### src/rtl/stage_fetch_wide_if.sv
// Fetch-stage shared types, plus the output-slot bundle interface toward the instruction buffer.
// Interface is wires only: zero latency; ib_ready is the consumer's backpressure into the slot.
package stage_fetch_pkg;
    localparam logic [6:0] RV32_BRANCH = 7'b1100011;
    localparam int GHR_W = 8;

    typedef struct packed {
        logic        valid;
        logic [31:0] addr;
    } i_addr_packet_t;

    typedef struct packed {
        logic        valid;
        logic [31:0] pc;
    } bp_predict_request_t;

    typedef struct packed {
        logic             taken;
        logic [31:0]      target;
        logic [GHR_W-1:0] ghr_snapshot;
    } bp_predict_response_t;

    typedef struct packed {
        logic [31:0]      pc;
        logic [31:0]      inst;
        logic             is_branch;
        logic             bp_taken;
        logic [31:0]      bp_target;
        logic [GHR_W-1:0] bp_ghr;
    } fetch_packet_t;
endpackage

interface stage_fetch_wide_if #(
    parameter int FETCH_WIDTH = 4
);
    import stage_fetch_pkg::*;

    logic                                out_valid;
    logic                                ib_ready;
    logic          [FETCH_WIDTH-1:0]     out_lane_valid;
    fetch_packet_t [FETCH_WIDTH-1:0]     fetch_packet;

    modport master (output out_valid, output out_lane_valid, output fetch_packet, input ib_ready);
    modport slave  (input out_valid, input out_lane_valid, input fetch_packet, output ib_ready);
endinterface

### src/rtl/stage_fetch_wide.sv
// Wide fetch: aligned FETCH_WIDTH bundle per cycle, first-branch prediction, lane masking, miss counter.
// One-cycle latency into a registered output slot; slot holds while !ib_ready and drain+capture is bubble-free.
module stage_fetch_wide
    import stage_fetch_pkg::*;
#(
    parameter int          FETCH_WIDTH    = 4,
    parameter int          WORDS_PER_LINE = 2,
    parameter int          NUM_LINES      = FETCH_WIDTH / WORDS_PER_LINE,
    parameter logic [31:0] RESET_PC       = 32'h0
) (
    input  logic                                          clock,
    input  logic                                          reset,
    output i_addr_packet_t [NUM_LINES-1:0]                read_addrs,
    input  logic [NUM_LINES-1:0]                          cache_valid,
    input  logic [NUM_LINES-1:0][WORDS_PER_LINE-1:0][31:0] cache_data,
    output bp_predict_request_t                           bp_request,
    input  bp_predict_response_t                          bp_response,
    stage_fetch_wide_if.master                            ib,
    input  logic                                          mispredict,
    input  logic [31:0]                                   pc_override,
    output logic [31:0]                                   miss_cycles
);
    localparam int LW  = $clog2(FETCH_WIDTH);
    localparam int OFF = LW + 2;

    localparam logic [1:0] ST_RUN  = 2'd0;
    localparam logic [1:0] ST_HOLD = 2'd1;
    localparam logic [1:0] ST_MISS = 2'd2;

    logic [1:0]                        state, state_nxt;
    logic [31:0]                       pc, base;
    logic [LW-1:0]                     start_lane, br_lane;
    logic                              br_found, pred_taken, lines_ok, capture;
    logic [NUM_LINES-1:0]              line_needed;
    logic [FETCH_WIDTH-1:0][31:0]      lane_inst;
    logic [FETCH_WIDTH-1:0]            lane_mask;
    fetch_packet_t [FETCH_WIDTH-1:0]   lane_pkt;
    logic                              unused_pc_bits;

    assign base           = {pc[31:OFF], {OFF{1'b0}}};
    assign start_lane     = pc[OFF-1:2];
    assign unused_pc_bits = ^pc[1:0];

    // A line is only fetched if it holds a lane at or past the entry point.
    for (genvar k = 0; k < NUM_LINES; k++) begin : g_line
        assign line_needed[k]      = (((k + 1) * WORDS_PER_LINE) - 1) >= int'(start_lane);
        assign read_addrs[k].valid = line_needed[k] && (state != ST_HOLD) && !mispredict;
        assign read_addrs[k].addr  = base + 32'(k * WORDS_PER_LINE * 4);
    end

    for (genvar i = 0; i < FETCH_WIDTH; i++) begin : g_lane
        assign lane_inst[i] = cache_data[i / WORDS_PER_LINE][i % WORDS_PER_LINE];
    end

    assign lines_ok   = &(cache_valid | ~line_needed);
    assign capture    = lines_ok && (!ib.out_valid || ib.ib_ready) && !mispredict;
    assign pred_taken = br_found && bp_response.taken;

    always_comb begin
        br_found = 1'b0;
        br_lane  = '0;
        for (int i = FETCH_WIDTH - 1; i >= 0; i--) begin
            if (i >= int'(start_lane) && lane_inst[i][6:0] == RV32_BRANCH) begin
                br_found = 1'b1;
                br_lane  = i[LW-1:0];
            end
        end
    end

    always_comb begin
        bp_request = '0;
        if (capture && br_found) begin
            bp_request.valid = 1'b1;
            bp_request.pc    = base + 32'({br_lane, 2'b00});
        end
    end

    // Lanes past a predicted-taken branch are fetched but never delivered.
    always_comb begin
        for (int i = 0; i < FETCH_WIDTH; i++) begin
            lane_mask[i]     = (i >= int'(start_lane)) && (!pred_taken || i <= int'(br_lane));
            lane_pkt[i]      = '0;
            lane_pkt[i].pc   = base + 32'(4 * i);
            lane_pkt[i].inst = lane_inst[i];
            if (br_found && i == int'(br_lane)) begin
                lane_pkt[i].is_branch = 1'b1;
                lane_pkt[i].bp_taken  = bp_response.taken;
                lane_pkt[i].bp_target = bp_response.target;
                lane_pkt[i].bp_ghr    = bp_response.ghr_snapshot;
            end
        end
    end

    always_comb begin
        state_nxt = state;
        if (mispredict) begin
            state_nxt = ST_RUN;
        end else begin
            case (state)
                ST_RUN: begin
                    if (ib.out_valid && !ib.ib_ready) state_nxt = ST_HOLD;
                    else if (!lines_ok)               state_nxt = ST_MISS;
                end
                ST_HOLD: if (ib.ib_ready) state_nxt = ST_RUN;
                ST_MISS: if (lines_ok)    state_nxt = ST_RUN;
                default: state_nxt = ST_RUN;
            endcase
        end
    end

    always_ff @(posedge clock or negedge reset) begin
        if (!reset) begin
            pc                <= RESET_PC;
            state             <= ST_RUN;
            ib.out_valid      <= 1'b0;
            ib.out_lane_valid <= '0;
            ib.fetch_packet   <= '0;
            miss_cycles       <= '0;
        end else begin
            state <= state_nxt;
            if (mispredict)
                pc <= pc_override;
            else if (capture)
                pc <= pred_taken ? bp_response.target : base + 32'(4 * FETCH_WIDTH);

            if (capture) begin
                ib.out_valid      <= 1'b1;
                ib.out_lane_valid <= lane_mask;
                ib.fetch_packet   <= lane_pkt;
            end else if (mispredict || ib.ib_ready) begin
                ib.out_valid <= 1'b0;
            end

            if (state == ST_MISS && miss_cycles != 32'hFFFF_FFFF)
                miss_cycles <= miss_cycles + 32'd1;
        end
    end
endmodule
### src/flat_wrapper.sv
// flat-port wrapper written by rule: the top's interface ports become plain ports
module stage_fetch_wide_flat import stage_fetch_pkg::*;
#(
    parameter int          FETCH_WIDTH    = 4,
    parameter int          WORDS_PER_LINE = 2,
    parameter int          NUM_LINES      = FETCH_WIDTH / WORDS_PER_LINE,
    parameter logic [31:0] RESET_PC       = 32'h0
)
  (clock, reset, read_addrs, cache_valid, cache_data, bp_request, bp_response, mispredict, pc_override, miss_cycles, ib_out_valid, ib_out_lane_valid, ib_fetch_packet, ib_ib_ready);
  stage_fetch_wide_if #(.FETCH_WIDTH(FETCH_WIDTH)) ib_i ();
  input  logic clock;
  input  logic reset;
  output i_addr_packet_t [NUM_LINES-1:0] read_addrs;
  input  logic [NUM_LINES-1:0] cache_valid;
  input  logic [NUM_LINES-1:0][WORDS_PER_LINE-1:0][31:0] cache_data;
  output bp_predict_request_t bp_request;
  input  bp_predict_response_t bp_response;
  input  logic mispredict;
  input  logic [31:0] pc_override;
  output logic [31:0] miss_cycles;
  output wire logic [$bits(ib_i.out_valid)-1:0] ib_out_valid;
  output wire logic [$bits(ib_i.out_lane_valid)-1:0] ib_out_lane_valid;
  output wire logic [$bits(ib_i.fetch_packet)-1:0] ib_fetch_packet;
  input wire logic [$bits(ib_i.ib_ready)-1:0] ib_ib_ready;
  assign ib_out_valid = ib_i.out_valid;
  assign ib_out_lane_valid = ib_i.out_lane_valid;
  assign ib_fetch_packet = ib_i.fetch_packet;
  assign ib_i.ib_ready = ib_ib_ready;
  stage_fetch_wide #(.FETCH_WIDTH(FETCH_WIDTH), .WORDS_PER_LINE(WORDS_PER_LINE), .NUM_LINES(NUM_LINES), .RESET_PC(RESET_PC)) u_core (.clock(clock), .reset(reset), .read_addrs(read_addrs), .cache_valid(cache_valid), .cache_data(cache_data), .bp_request(bp_request), .bp_response(bp_response), .ib(ib_i), .mispredict(mispredict), .pc_override(pc_override), .miss_cycles(miss_cycles));
endmodule
### config.mk
export PLATFORM = sky130hd
export DESIGN_NAME = stage_fetch_wide_flat
export DESIGN_NICKNAME = d
export VERILOG_FILES = /design/src/rtl/stage_fetch_wide_if.sv /design/src/rtl/stage_fetch_wide.sv /design/src/flat_wrapper.sv
export SDC_FILE = /design/constraint.sdc
export NUM_CORES = 1
export LEC_CHECK = 0
export ABC_AREA = 1
export BUFFER_PORTS_ARGS = -buffer_cell sky130_fd_sc_hd__clkbuf_2
export CAP_MARGIN = 20
export CORE_AREA = 3 3 298 300
export CTS_CLUSTER_SIZE = 16
export DETAILED_ROUTE_END_ITERATION = 6
export DIE_AREA = 0 0 301 303
export SKIP_CTS_REPAIR_TIMING = 1
export SYNTH_ARGS = -nofsm -noshare
export SYNTH_HDL_FRONTEND = slang
export SYNTH_SLANG_ARGS = --single-unit
### constraint.sdc
create_clock -name clock -period 4.95 [get_ports clock]
set_clock_uncertainty 0.15 [all_clocks]
set_input_delay 0.2475 -clock clock [delete_from_list [all_inputs] [get_ports clock]]
set_output_delay 0.2475 -clock clock [all_outputs]
set_load 0.05 [all_outputs]
Word level (Yosys, flattened, before mapping)

Index checks and enable logic that the tools add are counted.

$mul: 0
Equality and inequality tests: 14
$lt $le $gt $ge: 6
Bitwise logic cells: 2
Div/mod/pow operators: 0
Add/subtract/negate cells: 6
Shift operators: 0
Reduce and logical (&&, ||, !) cells: 33
Muxes and demuxes: 24

Operators with widths:

| operator                | number |
|---|---|
| $mux W42                | 4 |
| $mux W32                | 3 |
| $add A32 B4 Y32 const B | 2 |
| $mux W33                | 1 |
| $add A32 B1 Y32 const B | 1 |
| $add A32 B3 Y32 const B | 1 |
| $add A32 B4 Y32         | 1 |
| $add A32 B5 Y32 const B | 1 |
| $ne A32 B32 Y1 const B  | 1 |
| $eq A7 B7 Y1 const B    | 4 |
| $logic_and A1 B1 Y1     | 18 |
| $mux W2                 | 9 |
| $mux W1                 | 6 |
| $pmux W2 S3             | 1 |
| $logic_or A1 B1 Y1      | 5 |
| $eq A2 B2 Y1 const A    | 2 |
| $ge A1 B2 Y1 const A    | 2 |
| $le A2 B2 Y1 const A    | 2 |
| $logic_not A1 Y1        | 4 |
| $logic_not A2 Y1        | 2 |
| $ne A4 B4 Y1 const B    | 1 |
| $reduce_bool A2 Y1      | 2 |
| $ne A3 B2 Y1 const B    | 1 |
| $ne A3 B3 Y1 const B    | 1 |
| 10 further kinds        | 10 |

Memories kept: 0
Bits in writable memories: 0
Latch bits: 0
Logic and storage cells: 114
Memory bits (read-only): 0
Output and inout port bits: 560
Flip-flop bits (word level): 491
Input bits: 207

Depth between registers and ports, before layout

Depth after elaboration: 9
Gate-level depth with buffers: 12
Mapped depth without buffers: 12

Worst setup path before layout

OpenSTA, ideal clock, no wires.

Path kind: register -> output
From: reg u_core.ib.out_valid
To: out bp_request[2] in the netlist's numbering
Setup slack: 2123 ps
Stages on the path, launching flop included: 8
Buffers on the path: 2
Data arrival time: 2429 ps
Data required time: 4553 ps
Cell sequence: dfrtp_1 > inv_1 > nor2_1 > nor2_1 > nand2_2 > buf_2 > buf_1 > nor3_1

RTL lines:

| what                   | RTL line                  | text |
|---|---|---|
| start, declared        | stage_fetch_wide_if.sv:43 | `modport master (output out_valid, output out_lane_valid, output fetch_packet, input ib_ready);` |
| start signal, assigned | stage_fetch_wide.sv:115   | `ib.out_valid <= 1'b0;` |
| start signal, assigned | stage_fetch_wide.sv:127   | `ib.out_valid <= 1'b1;` |
| start signal, assigned | stage_fetch_wide.sv:131   | `ib.out_valid <= 1'b0;` |
| end, declared          | flat_wrapper.sv:16        | `output bp_predict_request_t bp_request;` |

==> summary.txt <==
Critical path
  • Critical path's slowest cell: dfrtp_1
  • WS Path Type: flop to primary output
  • CP Cell Sequence: nand2_1, nand3_1, nor2_4, nor2_1, nand2_2, inv_2, nor2_1, clkbuf_2
  • Slowest stage delay, CP: around 530 ps
  • Crit start category: flop
  • CP most frequent cell: nor2_1
  • Max Fanout on Critical Path: 30
  • WP data required: 4550 ps
  • Arrival time at the worst endpoint: between 3000 and 4000 ps
  • Setup crit end kind: primary output

Run status
  • Outcome: finished, final reports clean

Global routing
  • All-layer global routing usage: 16.59%
  • Number of global-route vias before repair: ~17000
  • Grt peak-use layer: met2
  • GR Util met1: between 20% and 30%
  • First-pass GRT wire length: 112900 µm
  • Met2 Usage GRT: between 20 and 30%
  • Largest net degree at the start of global routing: 217
  • Initial antenna violation count: 11
  • Grt ovf: 0
  • Met3 GRT Util: between 3 and 4%

Clocking
  • Clock root buffer: clkbuf_16
  • H-tree depth: 2
  • Clk slew on worst S/H paths: ~60 ps
  • CTS Buf Count: just under 50
  • CTS sink count: a little under 400
  • CTS tree: yes
  • Skew-Pair Late Insertion Delay: between 600 and 700 ps
  • Clk buf depth: 3

STA
  • Fmax: about 0.26 GHz
  • Slew headroom: approximately an eighth
  • Unrepaired setup endpoints after global routing: no
  • Endpoints failing setup: 0
  • Max Transition Viols Final: 0
  • Hold Fails Final Rpt: 0
  • Worst slew pin tran: between 1000 and 1500 ps
  • Fin crit share: about 77%
  • TNS Setup: 0 ps
  • Final Hold Slack: 27.16 ps
  • Minimum clock period: 3814 ps

Drt
  • Post-Route WL: slightly above 80000 µm
  • Routed Antenna Nets: 0
  • Initial DRC count: ~1300
  • DR pass1 iterations: 5
  • Vias/cell: ~4.2
  • Post-DR wirelength/cell: 18.70 µm
  • Remaining DRCs: 0
  • Via count: ~18000

Finish
  • Commonest non-fill, non-tap cells in the layout: 1173 x nand2_1, 741 x clkbuf_2, 394 x dfrtp_1
  • P&R area growth vs syn: 39.41%
  • Most common cell after layout, fill and taps aside: nand2_1
  • Nets@finish: 3361
  • FF/Latch Area: roughly 0.0099 mm²
  • Fillers: about 9000
  • Fraction of layout cells with a size suffix above 1: between 20% and 30%
  • Multi-input logic area: between 0.007 and 0.008 mm²

Hold path
  • Hold/Removal Path Class: input port to flop

Logic synthesis
  • Async set-or-reset flop fraction in the synthesized netlist: 100.0%
  • Ys Warns: 0
  • #FFs+latches synth: 394
  • Number of synthesized flops with an enable pin: 0
  • Mapped Avg Cell Area: 7.818 µm²
  • Cells after synthesis: ~2400
  • Netlist cell types: 36
  • Top FF cell, synth: dfrtp_1
  • Seq/Total Area, Yosys: between 50% and 60%
  • Mapped cell area: around 0.019 mm²

Floorplanning
  • I/O pin cnt: about 770
  • Initial core utilization: between 20% and 30%
  • Die Width: approximately 300 µm
  • Core area: 0.08648 mm²
  • Die area: between 0.09 and 0.1 mm²
  • Rows: roughly 110
  • Die Y: 303 µm

Place
  • Placer congestion estimate: 0.8864
  • Detailed placement HPWL: 58200 µm
  • IO Port Bufs: 742

Pwr
  • Pwr dens: between 400 and 500 mW/mm²
  • Leak: 14.51 nW
  • Max VDD drop: approximately 330 µV

Job
  • Max-cap viol count: 0
## worst max-delay path, delay by kind of cell (launching register included)
family | cells | cell delay, ps
DFF | 1 | 530
buffers and inverters | 2 | 790
and+or+nand+nor | 6 | 1450
## cells in the mapped netlist (all sizes together), types with 2 or more instances
library cell	count	area [µm²]
nand3b	5	37.54
nand4	11	68.82
nor2	159	631.8
nor3	20	120.1
a22oi	2	15.01
buf	225	1540
dfrtp	394	9859
conb	2	7.510
ha	2	25.02
xnor2	13	113.9
o21ai	35	178.9
clkbuf	53	198.9
o21a	2	15.01
xor2	24	210.2
nand3	199	996.0
a21oi	2	10.01
inv	70	262.8
nand2	1178	4439
## metal layers
metal  wire (µm)  vias up  part of all wire (%)
li1            -     8766                     -
met1       33960     8703                    42
met2       39160      783                    48
met3        5617      122                   6.9
met4        2612        0                   3.2
met5           0        -                     0
## power breakdown
part,internal (mW),switching (mW),total [mW]
clock,2.21,1.53,3.75
sequential,3.57,0.386,3.96
combinational,0.770,3.05,3.82
total,6.56,4.96,11.5
## sequential cells by signal, summed over array words and instances, names as in the netlist
signal	cells
u_core.ib.fetch_packet	325
u_core.miss_cycles	32
u_core.pc	30
u_core.ib.out_lane_valid	4
u_core.state	2
u_core.ib.out_valid	1
## final timing paths
path                                       startpoint  slack (ps)  depth (start not counted)                           to
max                                      u_core.pc[3]        1140                          8               bp_request[32]
min                                   bp_response[19]          30                          3  u_core.ib.fetch_packet[337]
max reg2reg                              u_core.pc[3]        1650                          6    u_core.ib.fetch_packet[7]
min reg2reg                u_core.ib.fetch_packet[53]         330                          2   u_core.ib.fetch_packet[53]
max in group asynchronous                       reset        3210                          3   u_core.ib.fetch_packet[62]
min in group asynchronous                       reset         150                          2  u_core.ib.fetch_packet[341]
## cell type report
cell class | count | share of cell area, %
Clock inverter | 21 | 1.042
Antenna cell | 5 | 0.04778
Tap cell | 1155 | 5.518
Inverter | 70 | 1.032
Multi-Input combinational cell | 1681 | 26.91
Clock buffer | 69 | 5.389
Timing Repair Buffer | 956 | 22.42
Sequential cell | 394 | 37.65
## metrics by stage
step | total power, mW | std cells | util [%] | setup WS (ps) | area, µm²
after global placement | 7.700 | 4060 | 26.05 | 1693 | 22530
after CTS | 11.54 | 4150 | 28.00 | 1009 | 24210
after floorplan | 6.951 | 2423 | - | 2123 | 18860
after global routing | 12.02 | 4349 | 30.28 | 889.8 | 26180
final | 11.52 | 4351 | 30.28 | 1136 | 26190
after detailed placement | 7.718 | 4060 | 26.05 | 1595 | 22530
## cells by family after synthesis
group	count (synthesis)	synth area share [%]
fa+ha+maj	2	0.1332
buf+inv	348	10.66
simple gates	1574	33.57
xor+xnor	37	1.725
compound gates	46	1.392
flops	394	52.48
other cells	2	0.03998
(Power assumes the default switching activity.)
